==> config.mk <==
export PLATFORM = sky130hd
export DESIGN_NAME = seq_multiplier
export DESIGN_NICKNAME = d
export VERILOG_FILES = /design/src/rtl/seq_multiplier.sv
export SDC_FILE = /design/constraint.sdc
export NUM_CORES = 1
export LEC_CHECK = 0
export BUFFER_PORTS_ARGS = -buffer_cell sky130_fd_sc_hd__buf_4
export CAP_MARGIN = 10
export CELL_PAD_IN_SITES_DETAIL_PLACEMENT = 1
export CELL_PAD_IN_SITES_GLOBAL_PLACEMENT = 2
export CORE_ASPECT_RATIO = 0.9
export CORE_UTILIZATION = 38
export CTS_CLUSTER_DIAMETER = 150
export DETAILED_ROUTE_END_ITERATION = 8
export PLACE_DENSITY_LB_ADDON = 0.1
export RECOVER_POWER = 50
export SYNTH_ARGS = -nofsm -noshare
export SYNTH_HDL_FRONTEND = slang
export SYNTH_SLANG_ARGS = --single-unit
==> constraint.sdc <==
create_clock -name clk -period 7.97 [get_ports clk]
set_input_delay 0.3985 -clock clk [delete_from_list [all_inputs] [get_ports clk]]
set_output_delay 0.3985 -clock clk [all_outputs]
set_load 0.01 [all_outputs]
==> src/rtl/seq_multiplier.sv <==
// Sequential shift-add multiplier: one operation in flight, WIDTH-cycle fixed latency,
// run-time signed/unsigned mode, valid/ready handshakes on input and output.
module seq_multiplier #(
  parameter int unsigned WIDTH = 4
) (
  input  logic                 clk,
  input  logic                 rst,
  input  logic                 in_valid,
  output logic                 in_ready,
  input  logic [WIDTH-1:0]     operand1,
  input  logic [WIDTH-1:0]     operand2,
  input  logic                 signed_mode,
  output logic                 out_valid,
  input  logic                 out_ready,
  output logic [2*WIDTH-1:0]   product,
  output logic                 busy
);

  localparam int unsigned PW = 2 * WIDTH;
  localparam int unsigned CW = $clog2(WIDTH);

  typedef enum logic [1:0] {IDLE, BUSY, DONE} state_e;

  state_e          state_q, state_d;
  logic [CW-1:0]   cnt_q, cnt_d;
  logic [PW-1:0]   mcand_q, mcand_d;
  logic [PW-1:0]   acc_q, acc_d;
  logic [PW-1:0]   product_q, product_d;
  logic [WIDTH-1:0] mplier_q, mplier_d;
  logic            neg_q, neg_d;
  logic            out_valid_q, out_valid_d;

  logic            accept;
  logic            last_step;
  logic            out_fire;
  logic [WIDTH-1:0] mag1, mag2;
  logic [PW-1:0]   acc_sum;

  always_comb begin
    accept    = in_valid && (state_q == IDLE);
    last_step = (state_q == BUSY) && (cnt_q == CW'(WIDTH - 1));
    out_fire  = out_valid_q && out_ready;
  end

  always_ff @(posedge clk or posedge rst) begin
    if (rst) state_q <= IDLE;
    else     state_q <= state_d;
  end

  always_comb begin
    state_d = state_q;
    unique case (state_q)
      IDLE:    if (accept)    state_d = BUSY;
      BUSY:    if (last_step) state_d = DONE;
      DONE:    if (out_fire)  state_d = IDLE;
      default:                state_d = IDLE;
    endcase
  end

  always_comb begin
    in_ready  = (state_q == IDLE);
    busy      = (state_q != IDLE);
    out_valid = out_valid_q;
    product   = product_q;
  end

  // Signed operands are reduced to magnitudes; the WIDTH-bit unsigned negate of the
  // most negative value yields 2^(WIDTH-1), which is exactly the magnitude needed.
  always_comb begin
    mag1    = (signed_mode && operand1[WIDTH-1]) ? -operand1 : operand1;
    mag2    = (signed_mode && operand2[WIDTH-1]) ? -operand2 : operand2;
    acc_sum = acc_q + (mplier_q[0] ? mcand_q : '0);

    cnt_d       = cnt_q;
    mcand_d     = mcand_q;
    acc_d       = acc_q;
    mplier_d    = mplier_q;
    neg_d       = neg_q;
    product_d   = product_q;
    out_valid_d = out_valid_q;

    unique case (state_q)
      IDLE: begin
        if (accept) begin
          mcand_d  = {{WIDTH{1'b0}}, mag1};
          mplier_d = mag2;
          neg_d    = signed_mode && (operand1[WIDTH-1] ^ operand2[WIDTH-1]);
          acc_d    = '0;
          cnt_d    = '0;
        end
      end
      BUSY: begin
        acc_d    = acc_sum;
        mcand_d  = mcand_q << 1;
        mplier_d = mplier_q >> 1;
        cnt_d    = cnt_q + 1'b1;
        if (last_step) begin
          product_d   = neg_q ? -acc_sum : acc_sum;
          out_valid_d = 1'b1;
          cnt_d       = '0;
        end
      end
      DONE: begin
        if (out_fire) out_valid_d = 1'b0;
      end
      default: begin
        out_valid_d = 1'b0;
      end
    endcase
  end

  always_ff @(posedge clk or posedge rst) begin
    if (rst) begin
      cnt_q       <= '0;
      mcand_q     <= '0;
      acc_q       <= '0;
      mplier_q    <= '0;
      neg_q       <= 1'b0;
      product_q   <= '0;
      out_valid_q <= 1'b0;
    end else begin
      cnt_q       <= cnt_d;
      mcand_q     <= mcand_d;
      acc_q       <= acc_d;
      mplier_q    <= mplier_d;
      neg_q       <= neg_d;
      product_q   <= product_d;
      out_valid_q <= out_valid_d;
    end
  end

endmodule
Word-level counts from Yosys, hierarchy flattened:

Cells that the tools add are included.

* logic and storage cells: 55
* output and inout port bits: 11
* register bits after elaboration: 34

* add/sub/neg operators: 5
* equality and inequality tests: 6
* multiplexer cells: 20
* bitwise logic cells: 2
* reductions and logical operators: 14

Operator list (count)
* $mux W8: 4
* $pmux W8 S2: 2
* $mux W4: 3
* $mux W2: 5
* $add A8 B8 Y8: 1
* $neg A4 Y4: 2
* $neg A8 Y8: 1
* $pmux W4 S2: 1
* $logic_and A1 B1 Y1: 6
* $pmux W2 S3: 1
* $reduce_and A2 Y1: 3
* $reduce_and A3 Y1: 2
* $eq A2 B2 Y1 const B: 2
* $ne A2 B2 Y1 const B: 2
* $pmux W2 S2: 1
* $reduce_bool A2 Y1: 2
* $pmux W1 S3: 1
* $add A2 B1 Y2 const B: 1
* $eq A2 B1 Y1 const B: 1
* $logic_not A2 Y1: 1
* $mux W1: 2
* $ne A2 B1 Y1 const B: 1
* $not A1 Y1: 1
* $xor A1 B1 Y1: 1

Longest topological paths before layout:

* word-level depth: 4
* depth in mapped cells: 9

Worst setup path after synthesis:

Ideal clock, no wire load.

* path type: reg-to-reg
* from: register mplier_q[0]
* to: register product_q[7] (netlist: product[7])
* setup slack: 5.348 ns
* required time: 7.844 ns
* data arrival time: 2.496 ns
* clock period less this slack: 2.622 ns
* stages on the path, launching flop included: 10
* path buffers: 0
* path through: dfrtp_1 > and2_1 > ha_1 > fa_1 > a211oi_2 > nor4b_1 > or4_4 > o41ai_2 > xor2_1 > o21ai_1

* cells in the longest elaborated chain, start to end: 4

RTL lines
* from (decl): line 29 `logic [WIDTH-1:0] mplier_q, mplier_d;`
* from (signal assigned): line 125 `mplier_q <= mplier_d;`
* $mux W8 (*): line 72 `acc_sum = acc_q + (mplier_q[0] ? mcand_q : '0);`
* $add A8 B8 Y8 (*): line 72
* $neg A8 Y8: line 98 `product_d = neg_q ? -acc_sum : acc_sum;`
* $mux W8 (*): line 98
* to (signal assigned): line 127 `product_q <= product_d;`
* to (decl): line 28 `logic [PW-1:0] product_q, product_d;`

Every way passes the cells marked *; elsewhere a longest branch is shown, timed or not.
A chain may end at the register's enable or synchronous reset.

Worst setup path after layout:

Ends and elaborated chain as after synthesis.

==> flow_summary.yaml <==
status:
  outcome: "complete, but fails checks"
  violations: "max-capacitance violations, max-slew violations"
power_and_ir_drop:
  power_leakage_nw: 1.10
  sw_frac_of_total_pct: 43.8
  pwr-share-seq_pct: 32.0
  powerDensity_mw_per_mm2: 417
  power_frac_comb_pct: 52.0
  irDropWorstVdd_v: 0.000168
  p_int_mw: 0.532
  clock_power_share_pct: 15.9
  power.switching_mw: 0.415
global_route:
  grt_pass1_wl_mm: 7.91
  grt_pass1_vias: 1680
  grt_max_degree: 35
  antenna_found_initial: 0
  overflow: 0
  grtUsageTotal_pct: 19.0
hold_path:
  hold_path.class: "in -> reg"
  worstHoldPathCells: 3
sta:
  rsz0062_at_grt: "false"
  holdWs_ns: 0.352
  timing.fmax_mhz: 347
  fin_crit_ns: 2.88
  drv_slew: 35
  setup-tns-final_ns: 0
  slew_headroom_pct: -22.2
  finalCritPeriodShare_pct: 36.2
  setup_violations: 0
  tightest_slew_ns: 1.83
  finalHoldViolCount: 0
  fin_skew_ns: 0.00453
final_layout:
  synthToLayoutAreaGrowth_pct: 16.8
  diodes: 0
  fill_cells: 604
  nets: 261
  regArea_um2: 851
  multiInputGateArea_mm2: 0.00103
  post-route-util_pct: 46.6
  drive_above_1_share_pct: 14.8
drt:
  wl_mm: 4.56
  routedWlPerCell_um: 15.1
  dr.first_iter.drc_count: 42
  vias: 1570
  route.antenna.remaining_nets: 0
  viasPerCell: 5.20
  first_pass_iters: 4
  drc_errors: 0
setup_path:
  cp_cell_sequence: "and2_1 > ha_1 > fa_1 > a211oi_2 > nor4b_1 > or4_4 > o41ai_2 > xor2_1 > o21ai_1"
  crit_end: "product[7]"
  crit_path_start_kind: "flip-flop"
  worstPathRequired_ns: 8.13
  timing.setup.critical_path_class: "reg -> reg"
  rr_worst_depth: 9
  cpPeakStageDelay_ns: 0.55
  rr_endpoint: "product[7]"
  critPathArrivalTime_ns: 3.05
  reg2reg_from: "mplier_q[0]"
  end_kind: "flip-flop"
  crit_fanout: 9
  critPathLaunch: "mplier_q[0]"
  cp_slowest_cell: "or4_4"
  rrSetupSlack_ns: 5.09
floorplanning:
  floorplan.initialDensity_pct: 39.9
  io_pins: 24
  coreArea_mm2: 0.00486
  rows: 24
  dieArea_mm2: 0.00540
  fp.dieH_um: 69.8
  fp.dieW_um: 77.4
clocking:
  clock_latency_ns: 0.29
  clkTransAtPathRegs_ns: 0.07
  cts_tree: "yes"
  cts_setup_buffers: 0
  cts_hold_buf: 0
  htree_levels: 2
  clk_path_buf_depth: 2
  cts_resized: 0
  cts.sinks: 34
  cts_buffers: 5
  root_buffer: "clkbuf_8"
synthesis:
  synth_seq_area_share_pct: 43.8
  ys_ff_latch: 34
  yosysUniqueCellTypes: 39
  syn_inst: 212
  syn_area_mm2: 0.00194
  synthesis.nets: 237
  yosysWarnings: 0
  syn_area_per_cell_um2: 9.16
job:
  max-cap-violations: 1
place:
  place.gp.congestion: 0.838
  dpl.hpwl_mm: 3.47
  io_buffers: 23
stage by stage:
stage                     setup WS [ns]  cell area (µm²)  power [mW]  instances
after floorplan                    5.35             1940       0.656        212
after CTS                          5.07             2290       0.969        302
after detailed placement           5.07             2180       0.815        294
final                              5.09             2270       0.947        302
after global routing               5.00             2270        1.03        302
after global placement             5.21             2180       0.795        294
cell usage in the layout (no fill, tap or decap), drive strengths merged, types with 2 or more instances in the layout:
cell	instances
nand2	43
dfrtp	34
o21ai	25
buf	18
clkbuf	15
nand3	12
ha	11
nor2	9
and2	8
inv	8
xnor2	7
xor2	7
a22oi	5
mux2i	4
o31ai	3
a21oi	3
nor2b	2
nor3	2
a21o	2
o41ai	2
Yosys cell counts:
cell      count  area, µm²
a21o_1        2       15.0
clkbuf_1      8       30.0
dfrtp_1      34        851
nand2b_1      1       6.26
o41ai_1       1       8.76
a22oi_1       5       37.5
o21ba_2       1       10.0
a221oi_1      1       8.76
nor3_1        2       10.0
o21bai_1      1       7.51
and2b_1       1       7.51
nor2_1        9       33.8
inv_1         8       30.0
or4_4         1       11.3
nand3b_1      1       7.51
xnor2_1       7       61.3
o21ai_0      23        115
a21oi_1       3       15.0
o211a_1       1       10.0
o22ai_1       1       6.26
o21ai_2       1       8.76
or2_2         1       6.26
a22o_1        1       8.76
fa_1          1       20.0
o21ai_1       1       5.00
a211oi_2      1       12.5
nand2_1      43        161
mux2_2        1       11.3
nand3_1      12       60.1
nor4b_1       1       8.76
o31ai_1       3       22.5
and3_2        1       7.51
o41ai_2       1       16.3
and2_1        8       50.1
a32oi_1       1       8.76
mux2i_1       4       40.0
xor2_1        7       61.3
nor2b_1       2       12.5
ha_1         11        138
worst max-delay path: cells and delay by family (launching register included):
kind                     cells  cell delay (ns)
XOR/XNOR                     1             0.21
AO/OA/AOI/OAI                3             0.65
adder cells (fa/ha/maj)      2             0.62
AND/OR/NAND/NOR              3             0.83
flip-flops                   1             0.45
power groups by stage:
stage	Sequential [mW]	Combinational (mW)	Clock (mW)
floorplan	0.297	0.359	0
global placement	0.302	0.493	0
detailed placement	0.306	0.509	0
CTS	0.304	0.511	0.155
global route	0.315	0.557	0.162
finish	0.303	0.493	0.151
final cells by class:
| class | count | share of cell area (%) |
|---|---|---|
| Clock buffer | 8 | 4.85 |
| Inverter | 8 | 1.32 |
| Multi-Input combinational cell | 162 | 45.4 |
| Sequential cell | 34 | 37.5 |
| Tap cell | 65 | 3.59 |
| Timing Repair Buffer | 25 | 7.28 |
how the worst min path moves through the flow:
stage / startpoint / endpoint / slack (ns)
floorplan: mcand_q[2] / mcand_q[3] / 0.45
global placement: product[5] / product[5] / 0.46
detailed placement: product[3] / product[3] / 0.48
CTS: rst / product[2] / 0.21
global route: operand2[3] / mplier_q[3] / 0.39
finish: operand2[3] / mplier_q[3] / 0.35
logic make-up (layout without fill, tap and decap cells):
kind of cell,after synthesis,after routing,share of synthesized area (%)
AOI/OAI and AO/OA,48,48,16.3
and+or+nand+nor,83,83,19.7
muxes,5,5,2.64
adders and majority gates,12,12,8.12
DFF,34,34,43.8
xor gates and xnor gates,14,14,6.31
buffers and inverters,16,41,3.09
metal layers:
| layer | vias to the layer above | track usage, % | routed length [µm] |
|---|---|---|---|
| met1 | 758 | 24.3 | 2210 |
| met2 | 25 | 31.4 | 2130 |
| met5 | - | 0 | 0 |
| li1 | 780 | - | - |
| met3 | 7 | 3.68 | 148 |
| met4 | 0 | 7.55 | 68 |
sequential cells by signal, summed over array words and instances, names as in the netlist:
name       flops
neg_q          1
mplier_q       4
state_q        2
out_valid      1
acc_q          8
cnt_q          2
mcand_q        8
product        8
Note: power is estimated with default switching activity, not from simulation.
